## src/rtl/alu_arbiter.sv

```systemverilog
`default_nettype none
// ============================================================================
// Module   : alu_arbiter
// Function : Round-robin arbiter sharing one registered ALU between two
//            requesters, with one operation in flight at a time.
// Revision : 1.0 - initial release
// ============================================================================
module alu_arbiter #(
    parameter int DATA_WIDTH = 32
) (
    input  logic                  clk,
    input  logic                  rst_n,
    input  logic [1:0]            req_valid,
    output logic [1:0]            req_ready,
    input  logic [DATA_WIDTH-1:0] req0_a,
    input  logic [DATA_WIDTH-1:0] req0_b,
    input  logic [DATA_WIDTH-1:0] req1_a,
    input  logic [DATA_WIDTH-1:0] req1_b,
    input  logic [3:0]            req0_op,
    input  logic [3:0]            req1_op,
    output logic [DATA_WIDTH-1:0] alu_a,
    output logic [DATA_WIDTH-1:0] alu_b,
    output logic [3:0]            alu_ctrl,
    input  logic [DATA_WIDTH-1:0] alu_z,
    input  logic                  alu_ovf,
    output logic [1:0]            rsp_valid,
    input  logic [1:0]            rsp_ready,
    output logic [DATA_WIDTH-1:0] rsp_z,
    output logic                  rsp_ovf,
    output logic                  rsp_err,
    output logic                  busy,
    output logic [15:0]           op_count
);

    typedef enum logic [1:0] {
        S_IDLE = 2'd0,
        S_EXEC = 2'd1,
        S_CAPT = 2'd2,
        S_RESP = 2'd3
    } state_t;

    state_t                r_state;
    logic                  r_owner;
    logic                  r_last_grant;

    logic                  w_grant;
    logic                  w_accept;
    logic [DATA_WIDTH-1:0] w_a;
    logic [DATA_WIDTH-1:0] w_b;
    logic [3:0]            w_op;

    // A lone requester always wins; on a tie the one not served last wins.
    always_comb begin
        w_grant = 1'b0;
        case (req_valid)
            2'b01:   w_grant = 1'b0;
            2'b10:   w_grant = 1'b1;
            2'b11:   w_grant = ~r_last_grant;
            default: w_grant = 1'b0;
        endcase
        w_accept  = (r_state == S_IDLE) && (req_valid != 2'b00);
        req_ready = w_accept ? (w_grant ? 2'b10 : 2'b01) : 2'b00;
        w_a       = w_grant ? req1_a  : req0_a;
        w_b       = w_grant ? req1_b  : req0_b;
        w_op      = w_grant ? req1_op : req0_op;
    end

    assign busy = (r_state != S_IDLE);

    always_ff @(posedge clk or negedge rst_n) begin
        if (!rst_n) begin
            r_state      <= S_IDLE;
            r_owner      <= 1'b0;
            r_last_grant <= 1'b1;
            alu_a        <= '0;
            alu_b        <= '0;
            alu_ctrl     <= 4'd0;
            rsp_valid    <= 2'b00;
            rsp_z        <= '0;
            rsp_ovf      <= 1'b0;
            rsp_err      <= 1'b0;
            op_count     <= 16'd0;
        end else begin
            case (r_state)
                S_IDLE: begin
                    if (w_accept) begin
                        alu_a    <= w_a;
                        alu_b    <= w_b;
                        alu_ctrl <= w_op;
                        r_owner  <= w_grant;
                        rsp_err  <= (w_op == 4'd0) || (w_op > 4'd7);
                        r_state  <= S_EXEC;
                    end
                end
                S_EXEC: begin
                    r_state <= S_CAPT;
                end
                S_CAPT: begin
                    rsp_z     <= alu_z;
                    // Illegal opcodes never report overflow, whatever the ALU says.
                    rsp_ovf   <= alu_ovf & ~rsp_err;
                    rsp_valid <= r_owner ? 2'b10 : 2'b01;
                    r_state   <= S_RESP;
                end
                S_RESP: begin
                    if (rsp_ready[r_owner]) begin
                        rsp_valid    <= 2'b00;
                        r_last_grant <= r_owner;
                        op_count     <= op_count + 16'd1;
                        alu_ctrl     <= 4'd0;
                        r_state      <= S_IDLE;
                    end
                end
                default: r_state <= S_IDLE;
            endcase
        end
    end

endmodule
`default_nettype wire

```

## config.mk

```make
export PLATFORM = sky130hd
export DESIGN_NAME = alu_arbiter
export DESIGN_NICKNAME = d
export VERILOG_FILES = /design/src/rtl/alu_arbiter.sv
export SDC_FILE = /design/constraint.sdc
export NUM_CORES = 1
export LEC_CHECK = 0
export BUFFER_PORTS_ARGS = -buffer_cell sky130_fd_sc_hd__clkbuf_2
export CAP_MARGIN = 20
export CORE_AREA = 2 2 115 117
export DETAILED_ROUTE_END_ITERATION = 8
export DIE_AREA = 0 0 117 119
export PLACE_DENSITY_LB_ADDON = 0.15
export SYNTH_ARGS = -nofsm -noshare
export SYNTH_HDL_FRONTEND = slang
export SYNTH_SLANG_ARGS = --single-unit
export TNS_END_PERCENT = 100
```

## constraint.sdc

```tcl
create_clock -name clk -period 2.3 [get_ports clk]
set_clock_uncertainty 0.1 [all_clocks]
set_input_delay 0.115 -clock clk [delete_from_list [all_inputs] [get_ports clk]]
set_output_delay 0.115 -clock clk [all_outputs]
set_load 0.1 [all_outputs]
```

After elaboration in Yosys (flattened, before gate mapping)

Cells that the tools add are included.

Bits in registers: 124
Latch bits: 0
RAM bits: 0
Bits in read-only memories: 0
Input port bits: 175
Output and inout port bits: 123
Memories kept: 0

Add/sub/neg operators: 1
$mul: 0
Divide/modulo/power cells: 0
$lt $le $gt $ge: 2
Equal/unequal tests: 7
Shift operators: 0
Mux-type cells: 16
Bitwise logic cells: 3
Reductions and logical operators: 13

Operators with widths:

| cell                                                | count |
|---|---|
| two-way mux 32 bit                                  | 2 |
| adder 16 x 1 -> 16 bit (second input constant)      | 1 |
| two-way mux 4 bit                                   | 3 |
| two-way mux 2 bit                                   | 5 |
| == test 2 bit (second input constant)               | 4 |
| case mux 2 bit (4 select lines)                     | 1 |
| case mux 4 bit (2 select lines)                     | 1 |
| AND reduction 2 bit                                 | 4 |
| nonzero test 2 bit                                  | 4 |
| > comparator 4 x 3 -> 1 bit (second input constant) | 1 |
| zero test 4 bit                                     | 1 |
| != test 2 bit (second input constant)               | 2 |
| case mux 2 bit (2 select lines)                     | 1 |
| AND reduction 3 bit                                 | 1 |
| == test 2 x 1 -> 1 bit (second input constant)      | 1 |
| zero test 2 bit                                     | 1 |
| < comparator 1 x 2 -> 1 bit (second input constant) | 1 |
| two-way mux 1 bit                                   | 2 |
| NOT 1 bit                                           | 2 |
| case mux 1 bit (2 select lines)                     | 1 |
| AND 1 bit                                           | 1 |
| logical AND 1 bit                                   | 1 |
| logical OR 1 bit                                    | 1 |

Logic depth before layout (Yosys ltp)

Gate-level depths: netlist of run 1.

Depth in word-level cells: 5
Mapped depth: 8
Gate-level depth less buffers: 6

Worst setup path before layout of run 1

OpenSTA, ideal clock, no wires.

Path type: register -> register
From: register r_state[0]
To: register alu_a[25]
Arrival: 2268 ps
Required time: 2130 ps
Setup slack: -138 ps
Cell stages (with the launch flop): 8
Path buffers: 1
Clock period less this slack: 2438 ps
Cell sequence: dfrtp_1 -> inv_1 -> ha_1 -> nand2_1 -> a21oi_1 -> clkbuf_1 -> a222oi_1 -> inv_1

Cells in the longest elaborated chain, start to end: 3

Ends and longest elaborated chain:

| what                                   | line   | source |
|---|---|---|
| start: declaration                     | 42     | `state_t r_state;` |
| start signal: assignment               | 72     | `r_state <= S_IDLE;` |
| start signal: assignment               | 92     | `r_state <= S_EXEC;` |
| start signal: assignment               | 96     | `r_state <= S_CAPT;` |
| zero test 2 bit *                      | 61, 84 |  |
| logical AND 1 bit                      | 61     | `w_accept = (r_state == S_IDLE) && (req_valid != 2'b00);` |
| AND reduction 2 bit (no source line) * | -      |  |
| end signal: assignment                 | 87     | `alu_a <= w_a;` |
| end: declaration                       | 21     | `output logic [DATA_WIDTH-1:0] alu_a,` |

Mark *: on every way between the ends. The rest lies on a longest branch, timed or not.
A chain may end at the register's enable or synchronous reset.

Worst setup path after layout of run 1

From: register r_state[0]
To: output port req_ready[0]

Cells in the longest elaborated chain, start to end: 3

Ends and longest elaborated chain:

| what              | line | source |
|---|---|---|
| zero test 2 bit   | 61   |  |
| logical AND 1 bit | 61   |  |
| two-way mux 2 bit | 62   | `req_ready = w_accept ? (w_grant ? 2'b10 : 2'b01) : 2'b00;` |
| end: declaration  | 14   | `output logic [1:0] req_ready,` |

No other way between the ends.

==> results of run 1 <==
[worst reg2reg max path, stage by stage, from the launching register on]
cell and delay (ps):
dfrtp_1 400, inv_1 90, ha_2 260, o21ai_4 230, buf_12 260, a222oi_1 470
inv_1 80
[how the worst max path moves through the flow]
stage / start / endpoint / slack [ps] / cells after the start
floorplan: op_count[2]$_DFFE_PN0P_ / op_count[15]$_DFFE_PN0P_ / 60 / 5
global placement: r_state[0]$_DFFE_PN0P_ / alu_a[5]$_DFFE_PN0P_ / 470 / 6
detailed placement: r_state[0]$_DFFE_PN0P_ / alu_b[10]$_DFFE_PN0P_ / 380 / 6
CTS: r_state[0]$_DFFE_PN0P_ / req_ready[0] / 50 / 6
global route: r_state[0]$_DFFE_PN0P_ / req_ready[0] / 70 / 6
finish: r_state[0]$_DFFE_PN0P_ / req_ready[0] / 160 / 6
[placed cells by master, fill, tap and decap left out, types with 8 or more instances in the layout]
master         count
a222oi_1          64
clkbuf_16         17
clkbuf_2         294
dfrtp_1          123
dlygate4sd3_1    172
inv_1             73
mux2_2            34
nand2_1           14
xor2_1             8
[logic make-up (layout without fill, tap and decap cells)]
kind of cell,after synthesis,in the layout,synth area share [%]
other,0,1,0
DFF,124,124,60.4
xor gates and xnor gates,15,15,2.55
and+or+nand+nor,46,46,5.13
adders and majority gates,4,4,0.973
muxes,39,39,8.42
buffers and inverters,100,579,7.86
AOI/OAI and AO/OA,82,82,14.7
[area by class of cell]
cell class | instances | share of cell area [%]
Multi-Input combinational cell | 186 | 18.0
Sequential cell | 124 | 33.6
Clock inverter | 6 | 1.17
Timing Repair Buffer | 476 | 36.2
Tap cell | 176 | 2.39
Clock buffer | 24 | 5.55
Inverter | 73 | 2.97
Antenna cell | 1 | 0.0271
[stage by stage]
stage	setup WS [ps]	instances	util, %	hold WS, ps
after floorplan	61.4	410	-	-281
after global placement	465	863	53.4	170
after detailed placement	379	863	53.4	178
after CTS	50.2	1065	71.6	46.3
after global routing	66.8	1066	71.7	93.6
final	156	1066	71.7	64.9
[what timing repair did]
action	4_1_cts	5_1_grt
endpoints found under the setup margin	0	1
hold buffers	172	0
endpoints found under the hold margin	225	0
buffers inserted	0	0
resized for setup	0	1
[sequential cells by signal, summed over array words and instances (netlist names), 2 cells and up]
name / cells
alu_a: 32
alu_b: 32
rsp_z: 32
op_count: 16
alu_ctrl: 4
r_state: 2
rsp_valid: 2
[per-layer routing]
layer  routed length [um]  vias up  GRT usage (%)
li1                     -     2451              -
met1                 6650     2644           29.4
met2                 9430      361           45.0
met3                 1430       89           7.28
met4                  944        0           15.8
met5                    0        -              0
==> impl_metrics.yaml, run 1 <==
status:
  status: "finished, violations left"
  violations: "design-rule violations"
worst_setup_path:
  start_kind: "flop"
  r2r.worst_path.cells: 6
  reg2reg_from: "r_state[0]$_DFFE_PN0P_"
  r2r_end: "alu_b[10]$_DFFE_PN0P_"
  slowest_stage: "dfrtp_1"
  crit_buf_inv: 3
  crit_required_ps: 2090
  cpMostUsedCell: "buf_12"
  critPathArrivalTime_ps: 1930
  reg2reg_setup_slack_ps: 280
  worstSetupEndpointType: "primary output"
  crit_path_max_fanout: 65
  crit_family: "buffers and inverters"
  crit_path_cell_trace: "inv_1 -> ha_2 -> nand2_1 -> a21oi_4 -> buf_12 -> buf_12"
  path_class: "reg -> out"
  critical_path.max_stage_delay_ps: 400
flow_run:
  cap_viol_max_count: 0
final_layout:
  area_delta_synth_final_pct: 79.3
  nets: 1057
  multi_input_area_um2: 1660
  stdcell_area_um2: 9230
  regArea_um2: 3100
  num-fill-cells: 869
  drive_gt1_share_pct: 42.7
synth:
  ys.flop_type: "dfrtp_1"
  ys_types: 38
  yosysTopAreaCellShare_pct: 59.8
  synth_seq_cells: 124
  synth_top_cell_by_area: "dfrtp_1"
  synth.most_common_cell: "dfrtp_1"
  syn_area_um2: 5140
  synth.avg_cell_area_um2: 12.5
  synthTopCellsByCount: "dfrtp_1, inv_1, a222oi_1"
  syn-instance-count: 410
  yosys_warnings: 0
  synth_edf_count: 0
  ys_seq_area_share_pct: 60.4
  syn-num-nets: 589
  synthArstFlopShare_pct: 100
  yosys-top-cells-area: "dfrtp_1, a222oi_1, mux2_2"
clocking:
  insertion_delay_ps: 410
  clockBufferDepth: 2
  root_buffer: "clkbuf_16"
  cts_tree: "yes"
  cts_num_sinks: 124
  cts_inserted_buffers: 17
  clk_pin_slew_ps: 50
  htree_num_levels: 4
worst_hold_path:
  min_to: "rsp_err$_DFFE_PN0P_"
  hold_path_depth: 4
  min_from: "req1_op[3]"
  worstHoldPathType: "in -> reg"
floorplanning:
  dieArea_um2: 13900
  io_pins: 298
  design.core.area_um2: 12900
  initial_core_util_pct: 40.0
  die_w_um: 117
  rows: 42
  die_h_um: 119
timing:
  worst_pin_slew_ps: 765
  min_period_ps: 2140
  rsz0062_at_grt: "no"
  fmax_ghz: 0.466
  report.final.setup_viol: 0
  final.setup.tns_ps: 0
  hold_violations: 0
  fin_crit_sh_pct: 93.2
  maxSlewViolCount: 0
  slew_headroom_pct: 48.8
global_routing:
  grt_usage_pct: 26.6
  grt_overflow: 0
  antenna_found_initial: 1
  grt_max_degree: 125
  grt_pass1_wl_mm: 28.1
  first_global_vias: 5677
placed_design:
  io_buffers: 297
  dpl_cell_area_um2: 6880
  dp_hpwl_mm: 11.1
  gp_congestion: 0.800
drt:
  first_pass_iters: 9
  ant_nets: 0
  routed-via-count: 5545
  wl_per_cell_um: 17.3
  drc: 19
  drt_iter0_drc: 635
  vias_per_cell: 5.20
  finalWirelength_mm: 18.5
Power of run 1 is not shown: default switching activity piles up to over one toggle a cycle in this logic, so the estimate is an artifact.
==> inputs of run 2 (changes only) <==
--- a/config.mk
+++ b/config.mk
@@ -5,11 +5,12 @@
 export SDC_FILE = /design/constraint.sdc
 export NUM_CORES = 1
 export LEC_CHECK = 0
+export ABC_AREA = 1
 export BUFFER_PORTS_ARGS = -buffer_cell sky130_fd_sc_hd__clkbuf_2
 export CAP_MARGIN = 20
-export CORE_AREA = 2 2 115 117
+export CORE_AREA = 2 2 117 119
 export DETAILED_ROUTE_END_ITERATION = 8
-export DIE_AREA = 0 0 117 119
+export DIE_AREA = 0 0 119 121
 export PLACE_DENSITY_LB_ADDON = 0.15
 export SYNTH_ARGS = -nofsm -noshare
 export SYNTH_HDL_FRONTEND = slang
==> impl_metrics.yaml, run 2 <==
status:
  status: "finished clean"
synth:
  synth_top_cell_by_area: "dfrtp_1"
  synthArstFlopShare_pct: 100
  syn-num-nets: 797
  synth.most_common_cell: "nand2_1"
  synth.avg_cell_area_um2: 8.88
  synth_edf_count: 0
  yosys-top-cells-area: "dfrtp_1, nand2_1, nand3_1"
  syn-instance-count: 618
  syn_area_um2: 5490
  synthTopCellsByCount: "nand2_1, dfrtp_1, nand3_1"
  yosys_warnings: 0
  yosysTopAreaCellShare_pct: 56.1
  synth_seq_cells: 124
  ys_seq_area_share_pct: 56.6
  ys_types: 26
  ys.flop_type: "dfrtp_1"
floorplanning:
  dieArea_um2: 14400
  rows: 42
  die_w_um: 119
  io_pins: 298
  initial_core_util_pct: 41.9
  die_h_um: 121
  design.core.area_um2: 13100
placed_design:
  gp_congestion: 0.805
  dpl_cell_area_um2: 7210
  io_buffers: 297
  dp_hpwl_mm: 11.8
final_layout:
  area_delta_synth_final_pct: 73.0
  final_cell_mix: "clkbuf_2, nand2_1, dlygate4sd3_1"
  stdcell_area_um2: 9500
  diodes: 0
  drive_gt1_share_pct: 34.7
  layout_commonest_cell: "clkbuf_2"
  nets: 1265
  fin_util_pct: 72.6
  largest_registers: "alu_a: 32 flops, alu_b: 32 flops, rsp_z: 32 flops"
timing:
  maxSlewViolCount: 0
  fmax_ghz: 0.464
  hold_violations: 0
  rsz0062_at_grt: "no"
  slew_headroom_pct: 61.0
  worst_pin_slew_ps: 587
  final.setup.tns_ps: 0
  min_period_ps: 2150
  report.final.setup_viol: 0
  fin_crit_sh_pct: 93.6
clocking:
  root_buffer: "clkbuf_16"
  cts_inserted_buffers: 17
  cts_tree: "yes"
  clk_pin_slew_ps: 60
  cts_post_setup_buffers_inserted: 0
  cts_num_sinks: 124
  clockBufferDepth: 2
  insertion_delay_ps: 400
  htree_num_levels: 4
global_routing:
  grt_max_degree: 55
  grt_usage_pct: 25.7
  grt_overflow: 0
  antenna_found_initial: 0
  first_global_vias: 6030
  grt_pass1_wl_mm: 29.4
drt:
  finalWirelength_mm: 18.3
  routed.top_layer: "met4"
  wl_per_cell_um: 14.4
  wl_met3_mm: 1.17
  ant_nets: 0
  wl_met2_mm: 9.28
  drc: 0
  first_pass_iters: 4
  drt_iter0_drc: 408
  routed-via-count: 5970
  wl_met1_mm: 7.48
  vias_per_cell: 4.69
flow_run:
  cap_viol_max_count: 0
worst_setup_path:
  path_class: "reg -> reg"
  crit_required_ps: 2530
  critPathArrivalTime_ps: 2390
  start_kind: "flop"
  reg2reg_from: "r_state[0]$_DFFE_PN0P_"
  worstSetupEndpointType: "flop"
  crit_path_max_fanout: 54
  r2r.worst_path.cells: 8
  startpoint: "r_state[0]$_DFFE_PN0P_"
worst_hold_path:
  min_from: "req0_op[3]"
  worstHoldPathType: "in -> reg"
  hold_path_depth: 5
==> run 2: changes by cell type after synthesis, sizes merged, moves of 12 or more <==
cell    delta
a222oi    -64
nand3     +70
nand2    +253
buf       +12
nor2      +20
inv       -45
clkbuf    -12
==> run 2: layer usage <==
layer | up-vias | GRT usage, %
li1 | 2910 | -
met1 | 2796 | 30.8
met2 | 238 | 44.7
met3 | 26 | 7.14
met4 | 0 | 8.26
met5 | - | 0
==> run 2: cells by family (layout without fill, tap and decap cells) <==
family / after synthesis / count (layout) / share of synthesized area (%)
xor gates and xnor gates: 7 / 7 / 1.12
muxes: 32 / 32 / 6.56
buffers and inverters: 55 / 535 / 4.63
adders and majority gates: 4 / 4 / 0.912
and+or+nand+nor: 372 / 372 / 27.6
DFF: 124 / 124 / 56.6
AOI/OAI and AO/OA: 24 / 24 / 2.60
==> run 2: critical path: stages (launching register included) <==
cell and delay [ps]:
dfrtp_1 390, inv_1 90, ha_2 240, o21ai_4 90
nor2_4 140, buf_12 250, nand2_1 100, nand3_1 90
dlygate4sd3_1 560
==> run 2: worst paths after layout <==
path / to / slack (ps)
worst max-delay path: alu_b[1]$_DFFE_PN0P_ / 150
min in group asynchronous: op_count[10]$_DFFE_PN0P_ / 170
worst max register to register: alu_b[1]$_DFFE_PN0P_ / 150
worst min register to register: alu_ctrl[1]$_DFFE_PN0P_ / 380
max in group asynchronous: alu_a[2]$_DFFE_PN0P_ / 1300
worst min-delay path: alu_ctrl[3]$_DFFE_PN0P_ / 10
==> run 2: through the flow <==
stage               setup slack [ps]  std cells  hold WS [ps]
floorplan                        184        618          -281
global placement                 567       1075          32.6
detailed placement               507       1075          33.4
CTS                             58.3       1274          6.26
global route                    10.3       1274          63.9
finish                           146       1274          10.7
==> run 2: final cells by class <==
type                       instances  area [um2]
multi-input combinational        439        2160
clock inverter                     7         113
clock buffer                      24         482
sequential                       124        3100
tap                              176         220
fill                             956        3590
timing repair buffer             476        3320
inverter                          28         105
==> run 2: timing repair <==
item	CTS	global route
endpoints found under the setup margin	0	33
hold buffers	168	0
resized for setup	0	4
hold endpoints to repair	136	0
Power of run 2 is left out for the same reason.
==> inputs of run 3 (changes only) <==
--- a/config.mk
+++ b/config.mk
@@ -8,10 +8,9 @@
 export ABC_AREA = 1
 export BUFFER_PORTS_ARGS = -buffer_cell sky130_fd_sc_hd__clkbuf_2
 export CAP_MARGIN = 20
-export CORE_AREA = 2 2 117 119
+export CORE_MARGIN = 1
+export CORE_UTILIZATION = 25
 export DETAILED_ROUTE_END_ITERATION = 8
-export DIE_AREA = 0 0 119 121
-export PLACE_DENSITY_LB_ADDON = 0.15
 export SYNTH_ARGS = -nofsm -noshare
 export SYNTH_HDL_FRONTEND = slang
 export SYNTH_SLANG_ARGS = --single-unit
==> impl_metrics.yaml, run 3 (synthesized netlist as in run 2, its figures left out) <==
timing:
  rsz0062_at_grt: "no"
  final.setup.tns_ps: 0
  fin_crit_sh_pct: 92.6
  fmax_ghz: 0.469
  report.final.setup_viol: 0
  slew_headroom_pct: 54.9
  hold_violations: 0
  worst_pin_slew_ps: 676
  maxSlewViolCount: 0
  min_period_ps: 2130
  setup_slack_ps: 169
global_routing:
  grtUsageMet3_pct: 4.85
  grt-busiest-layer: "met2"
  grt_usage_pct: 17.4
  first_global_vias: 6232
  grt_overflow: 0
  met2_usage_pct: 30.4
  use_met1_pct: 20.0
  antenna_found_initial: 0
  grt_max_degree: 125
  grt_pass1_wl_mm: 30.3
worst_setup_path:
  crit_path_cell_trace: "inv_1 -> ha_1 -> o21ai_4 -> buf_4 -> nand2_1 -> nand3_1 -> dlygate4sd3_1"
  slowest_stage: "dlygate4sd3_1"
  critPathArrivalTime_ps: 2370
  start_kind: "flop"
  path_class: "reg -> reg"
  critical_path.max_stage_delay_ps: 550
  worstSetupEndpointType: "flop"
  crit_path_max_fanout: 30
  crit_required_ps: 2540
placed_design:
  gp_congestion: 0.771
  io_buffers: 297
  dp_slack_ps: 445
  dp_hpwl_mm: 12.4
clocking:
  cts_tree: "yes"
  cts_inserted_buffers: 17
  root_buffer: "clkbuf_16"
  clk_pin_slew_ps: 60
  clockBufferDepth: 2
  insertion_delay_ps: 400
  cts_num_sinks: 124
  htree_num_levels: 4
floorplanning:
  initial_core_util_pct: 25.8
  dieArea_um2: 22600
  die_w_um: 150
  rows: 53
  die_h_um: 150
  io_pins: 298
  design.core.area_um2: 21300
drt:
  finalWirelength_mm: 19.6
  wl_per_cell_um: 14.2
  drc: 0
  routed-via-count: 6027
  drt_iter0_drc: 210
  vias_per_cell: 4.39
  ant_nets: 0
  first_pass_iters: 4
final_layout:
  area_delta_synth_final_pct: 75.6
  drive_gt1_share_pct: 35.1
  layout_commonest_cell: "clkbuf_2"
  diodes: 0
  largest_registers: "alu_a: 32 flops, alu_b: 32 flops, rsp_z: 32 flops"
  fin_util_pct: 45.3
  nets: 1264
  final_cell_mix: "clkbuf_2, nand2_1, dlygate4sd3_1"
  num-fill-cells: 1980
worst_hold_path:
  worstHoldPathType: "in -> reg"
status:
  status: "finished clean"
flow_run:
  cap_viol_max_count: 0
==> run 3: changes by cell type in the layout (fill, tap and decap cells not counted), moves of 2 or more <==
cell	before	now
clkbuf_1	4	1
clkinv_4	0	4
buf_12	4	7
buf_4	9	5
clkbuf_8	3	1
inv_6	0	2
==> run 3: metrics by stage <==
step | std cells | hold WS [ps] | area, um2
global route | 1373 | 29.2 | 9640
detailed placement | 1172 | 192 | 7340
global placement | 1172 | 180 | 7340
floorplan | 618 | -281 | 5490
finish | 1373 | 6.57 | 9640
CTS | 1371 | 2.87 | 9600
==> run 3: critical path: cells and delay by family (launching register included) <==
| family | cells | cell delay [ps] |
|---|---|---|
| simple gates | 2 | 190 |
| fa+ha+maj | 1 | 270 |
| buf+inv | 3 | 990 |
| flops | 1 | 370 |
| compound gates | 1 | 140 |
==> run 3: path summary, 6_finish.rpt <==
path	start	end	slack (ps)	cells past startpoint
max	r_state[0]$_DFFE_PN0P_	alu_b[13]$_DFFE_PN0P_	170	7
min	req0_op[2]	alu_ctrl[2]$_DFFE_PN0P_	7	5
max reg2reg	r_state[0]$_DFFE_PN0P_	alu_b[13]$_DFFE_PN0P_	170	7
min reg2reg	alu_ctrl[2]$_DFFE_PN0P_	alu_ctrl[2]$_DFFE_PN0P_	390	2
max in group asynchronous	rst_n	alu_b[6]$_DFFE_PN0P_	1340	3
min in group asynchronous	rst_n	op_count[10]$_DFFE_PN0P_	270	3
==> run 3: routing by layer <==
metal	share of wire, %	vias to the layer above	wire (um)
met1	41	2812	7990
met4	2.9	0	571
li1	-	2904	-
met5	0	-	0
met2	50	273	9690
met3	6.7	38	1320
==> run 3: what timing repair did <==
item / CTS / global route
hold buffers: 167 / 0
buffers inserted: 0 / 2
gates resized for setup: 0 / 6
setup endpoints to repair: 1 / 19
endpoints found under the hold margin: 223 / 0
pin swaps: 1 / 1
==> run 3: layout make-up <==
type | instances | area (um2) | share of cell area, %
clock buffers | 19 | 443 | 4.60
well taps | 275 | 344 | 3.57
multi-input cells | 439 | 2150 | 22.3
inverters | 28 | 105 | 1.09
repair buffers | 475 | 3350 | 34.7
flip-flops and latches | 124 | 3100 | 32.2
clock inverters | 13 | 143 | 1.48
Power of run 3 is left out for the same reason.
